### config.mk
export PLATFORM = sky130hd
export DESIGN_NAME = ex_mem_reg
export DESIGN_NICKNAME = d
export VERILOG_FILES = /design/src/rtl/ex_mem_reg.sv
export SDC_FILE = /design/constraint.sdc
export NUM_CORES = 1
export LEC_CHECK = 0
export ABC_AREA = 1
export BUFFER_PORTS_ARGS = -buffer_cell sky130_fd_sc_hd__buf_2
export CORE_MARGIN = 2
export CORE_UTILIZATION = 43
export CTS_BUF_LIST = sky130_fd_sc_hd__clkbuf_2 sky130_fd_sc_hd__clkbuf_4 sky130_fd_sc_hd__clkbuf_8
export CTS_CLUSTER_SIZE = 30
export DETAILED_ROUTE_END_ITERATION = 12
export PLACE_DENSITY = 0.91
export SKIP_CTS_REPAIR_TIMING = 1
export SYNTH_ARGS = -nofsm -noshare
export SYNTH_HDL_FRONTEND = slang
export SYNTH_SLANG_ARGS = --single-unit
### constraint.sdc
create_clock -name clock -period 0.85 [get_ports clock]
set_clock_uncertainty 0.05 [all_clocks]
set_input_delay 0.1275 -clock clock [delete_from_list [all_inputs] [get_ports clock]]
set_output_delay 0.1275 -clock clock [all_outputs]
set_load 0.02 [all_outputs]
### src/rtl/ex_mem_reg.sv
// ex_mem_reg: EX/MEM pipeline register for the multistage MIPS datapath.
// Captures the ALU result, store data and MEM/WB controls from EX, and
// applies stall (hold) and flush (bubble).
// Optional feature, enabled by defining EX_MEM_ALIGN_CHECK_EN: misaligned
// loads/stores are trapped before they reach the data memory. The trapping
// access is replaced by a bubble, and an IDLE/TRAP FSM squashes everything
// that follows until exc_ack arrives.
module ex_mem_reg #(
    parameter logic [31:0] RESET_PC = 32'h0000_0000
) (
    input  logic        clock,
    input  logic        reset_n,
    input  logic        stall,
    input  logic        flush,
    input  logic        exc_ack,
    input  logic [31:0] alu_result,
    input  logic [31:0] register_out2,
    input  logic [31:0] pc,
    input  logic [1:0]  LS_bit,
    input  logic        MemWrite,
    input  logic        MemRead,
    input  logic        Ext_op,
    input  logic        RegWrite,
    input  logic        MemtoReg,
    input  logic [4:0]  write_reg,
    output logic [31:0] EX_MEM_alu_out,
    output logic [31:0] EX_MEM_register_out2,
    output logic [1:0]  EX_MEM_LS_bit,
    output logic [4:0]  EX_MEM_write_reg,
    output logic        EX_MEM_MemWrite,
    output logic        EX_MEM_MemRead,
    output logic        EX_MEM_Ext_op,
    output logic        EX_MEM_RegWrite,
    output logic        EX_MEM_MemtoReg,
    output logic        EX_MEM_valid,
    output logic        align_exc,
    output logic [31:0] exc_pc
);

    // High when the instruction arriving from EX must become a bubble
    // because of an alignment trap (new or already pending).
    logic squash;

`ifdef EX_MEM_ALIGN_CHECK_EN
    typedef enum logic {
        IDLE = 1'b0,
        TRAP = 1'b1
    } state_t;

    state_t state;
    logic   misaligned;

    // Reserved size code 11 counts as misaligned at any address.
    function automatic logic is_misaligned(input logic       access,
                                           input logic [1:0] ls,
                                           input logic [1:0] addr_lo);
        if (!access) begin
            return 1'b0;
        end
        case (ls)
            2'b00:   return (addr_lo != 2'b00);
            2'b01:   return addr_lo[0];
            2'b10:   return 1'b0;
            default: return 1'b1;
        endcase
    endfunction

    assign misaligned = is_misaligned(MemRead | MemWrite, LS_bit, alu_result[1:0]);

    // A stalled misaligned access is not captured, so it does not squash yet.
    assign squash = (state == TRAP) || (misaligned && !stall);

    // Trap FSM: enter TRAP on a real capture of a misaligned access,
    // leave on exc_ack regardless of stall/flush.
    always_ff @(posedge clock or negedge reset_n) begin
        if (!reset_n) begin
            state     <= IDLE;
            align_exc <= 1'b0;
            exc_pc    <= RESET_PC;
        end else begin
            case (state)
                IDLE: begin
                    if (!flush && !stall && misaligned) begin
                        state     <= TRAP;
                        align_exc <= 1'b1;
                        exc_pc    <= pc;
                    end
                end
                TRAP: begin
                    if (exc_ack) begin
                        state     <= IDLE;
                        align_exc <= 1'b0;
                    end
                end
                default: begin
                    state     <= IDLE;
                    align_exc <= 1'b0;
                end
            endcase
        end
    end
`else
    logic unused_inputs;

    assign unused_inputs = ^{exc_ack, pc};
    assign squash        = 1'b0;
    assign align_exc     = 1'b0;
    assign exc_pc        = RESET_PC;
`endif

    // Pipeline register: flush/squash load a bubble, stall holds, else capture.
    always_ff @(posedge clock or negedge reset_n) begin
        if (!reset_n) begin
            EX_MEM_alu_out       <= 32'h0;
            EX_MEM_register_out2 <= 32'h0;
            EX_MEM_LS_bit        <= 2'b00;
            EX_MEM_write_reg     <= 5'd0;
            EX_MEM_MemWrite      <= 1'b0;
            EX_MEM_MemRead       <= 1'b0;
            EX_MEM_Ext_op        <= 1'b0;
            EX_MEM_RegWrite      <= 1'b0;
            EX_MEM_MemtoReg      <= 1'b0;
            EX_MEM_valid         <= 1'b0;
        end else if (flush || squash) begin
            EX_MEM_alu_out       <= 32'h0;
            EX_MEM_register_out2 <= 32'h0;
            EX_MEM_LS_bit        <= 2'b00;
            EX_MEM_write_reg     <= 5'd0;
            EX_MEM_MemWrite      <= 1'b0;
            EX_MEM_MemRead       <= 1'b0;
            EX_MEM_Ext_op        <= 1'b0;
            EX_MEM_RegWrite      <= 1'b0;
            EX_MEM_MemtoReg      <= 1'b0;
            EX_MEM_valid         <= 1'b0;
        end else if (!stall) begin
            EX_MEM_alu_out       <= alu_result;
            EX_MEM_register_out2 <= register_out2;
            EX_MEM_LS_bit        <= LS_bit;
            EX_MEM_write_reg     <= write_reg;
            EX_MEM_MemWrite      <= MemWrite;
            EX_MEM_MemRead       <= MemRead;
            EX_MEM_Ext_op        <= Ext_op;
            EX_MEM_RegWrite      <= RegWrite;
            EX_MEM_MemtoReg      <= MemtoReg;
            EX_MEM_valid         <= 1'b1;
        end
    end

endmodule

==> run_results.csv <==
group,metric,value,unit
power_and_ir_drop,power_density,1523,nW/µm²
setup_path,cp-end-kind,"output pin",
yosys,synth_area,3293,µm²
clocking,clock_latency,0.33,ns
finish,nFillCells,413,
route,drc,0,
sta,finalMaxSlewViolations,0,
die,core_area,7331,µm²
global_routing,grt_max_degree,61,
setup_path,timing_worst_setup_path_type,"flop to output pin",
sta,setup_viol,80,
route,dr.pass1.iters,5,
yosys,yosysMostFrequentCell,"nand2_1",
yosys,synth_edf_count,0,
route,drtAntennaViolNets,0,
sta,hold_slack,0.1109,ns
global_routing,grt_usage,0.1904,
run,cap_violations,0,
status,violations,"setup timing",
sta,min_period,1.074,ns
finish,area_growth,77.05,%
yosys,ys_ff_latch,77,
route,routed_wl,12.08,mm
worst_hold_path,hold_path_class,"primary input to asynchronous set/reset pin",
sta,rsz0062_at_grt,"yes",
setup_path,cp.buffers_inverters,1,
global_routing,grt_pass1_vias,2764,
global_routing,grt-ovfl-total,0,
setup_path,crit_required,0.67,ns
die,die_area,8374,µm²
placement,hpwl,5.612,mm
sta,fin_ws,-0.2238,ns
clocking,cts_buffers,9,
yosys,synth_cell_type_count,13,
yosys,synth_area_leaders,"dfrtp_1, nand2_1, nand3_1, buf_4, buf_2",
die,die_w,91.51,µm
yosys,synth.top_cell.area_share,0.5851,
sta,fmax,931.3,MHz
finish,final_layout_size_suffix_gt1_frac,0.3487,
die,die_h,91.51,µm
route,drtIter0Drc,195,
setup_path,crit_fanout,2,
die,num_rows,31,
yosys,synth_common_cells,"nand2_1, dfrtp_1, nand3_1",
clocking,clk_path_buf_depth,2,
yosys,synth_seq_area_share,0.5851,
global_routing,grt_pass1_wl,12.81,mm
sta,min_period_over_period,1.263,
setup_path,max_stage_delay,0.42,ns
sta,setup-tns-final,-15.17,ns
setup_path,cpMaxStageDelayCell,"dfrtp_1",
setup_path,cp.arrival,0.90,ns
yosys,netlist_instances,368,
yosys,yosysWarnings,0,
placement,portBuffers,156,
setup_path,cp-start-kind,"flop",
yosys,synthArstFlopShare,1.000,
yosys,avgSynthCellArea,8.949,µm²
die,io_pins,223,
clocking,cts.sinks,77,
route,via_count,3549,
global_routing,antenna_found_initial,1,
power_and_ir_drop,p_leak,3.216,nW
sta,hold_viol,0,
route,vias_per_cell,4.855,
status,status,"complete, but fails checks",
setup_path,path_cells,"buf_6",
finish,final_net_count,739,
yosys,synth_largest_area_cell,"dfrtp_1",
power_and_ir_drop,vdd_drop_max,0.0008943,V
placement,place_congestion,0.7647,
clocking,htreeDepth,3,
clocking,root_buffer,"clkbuf_8",
setup_path,crit_family,"flip-flops",
clocking,cts_tree,"done",
placement,dp_worst_setup_slack,-0.1278,ns
clocking,clk_pin_slew,0.08,ns
route,avgRoutedWirePerCell,16.52,µm
die,start_util,0.4492,
yosys,synth_ff_type,"dfrtp_1",
==> area by class of cell <==
class / instances / area (µm²) / area share
Antenna cell: 1 / 2.502 / 0.0004292
Clock buffer: 13 / 160.2 / 0.02747
Clock inverter: 3 / 45.04 / 0.007725
Inverter: 2 / 7.507 / 0.001288
Multi-Input combinational cell: 263 / 1126 / 0.1931
Sequential cell: 77 / 1927 / 0.3305
Tap cell: 99 / 123.9 / 0.02124
Timing Repair Buffer: 273 / 2439 / 0.4182
==> cell usage in the layout, fill, tap and decap left out <==
cell type	count
buf_2	78
conb_1	33
clkbuf_8	10
nand3_1	69
buf_6	77
dlygate4sd3_1	78
diode_2	1
clkbuf_4	3
dfrtp_1	77
nor2_4	1
nand2_1	152
inv_2	1
buf_12	8
bufinv_16	1
buf_4	32
a21oi_1	1
clkinvlp_4	2
inv_1	1
nand3_2	7
==> metal layers <==
metal  vias up  global-route usage  share of wire
met3        33             0.03983          0.084
met2       228              0.3315           0.53
li1       1610                   -              -
met5         -                   0              0
met1      1678              0.2315           0.35
met4         0             0.07071          0.031
==> report_power, final <==
group | internal (mW) | leakage [nW] | total [mW] | switching (mW)
Sequential | 3.87 | 1.02 | 4.04 | 0.171
Combinational | 1.01 | 2.09 | 2.06 | 1.05
Clock | 1.54 | 0.100 | 2.78 | 1.24
==> worst paths after layout <==
path | startpoint | end | slack (ns) | cells after the start
worst min-delay path | reset_n | EX_MEM_alu_out[8]$_DFFE_PN0P_ | 0.11 | 2
worst min register to register | EX_MEM_register_out2[1]$_DFFE_PN0P_ | EX_MEM_register_out2[1]$_DFFE_PN0P_ | 0.49 | 2
max in group asynchronous | reset_n | EX_MEM_write_reg[2]$_DFFE_PN0P_ | 0.25 | 3
min in group clock | flush | EX_MEM_register_out2[30]$_DFFE_PN0P_ | 0.27 | 5
worst max-delay path | EX_MEM_alu_out[7]$_DFFE_PN0P_ | EX_MEM_alu_out[7] | -0.22 | 1
worst max register to register | EX_MEM_alu_out[14]$_DFFE_PN0P_ | EX_MEM_alu_out[14]$_DFFE_PN0P_ | -0.03 | 3
==> metrics by stage <==
step	cells	util	area (µm²)	total power [mW]
6_report	731	0.7954	5831	8.877
5_1_grt	731	0.7954	5831	9.254
4_1_cts	623	0.5883	4313	8.159
3_5_place_dp	607	0.5603	4108	5.373
3_3_place_gp	607	0.5603	4108	5.336
2_1_floorplan	400	-	3421	4.885
==> kinds of logic after synthesis <==
group	count (synthesis)	synth area share
compound gates	1	0.001518
buf+inv	60	0.1201
flops	77	0.5851
other cells	1	0.001139
simple gates	229	0.2922
(Power assumes the default switching activity.)
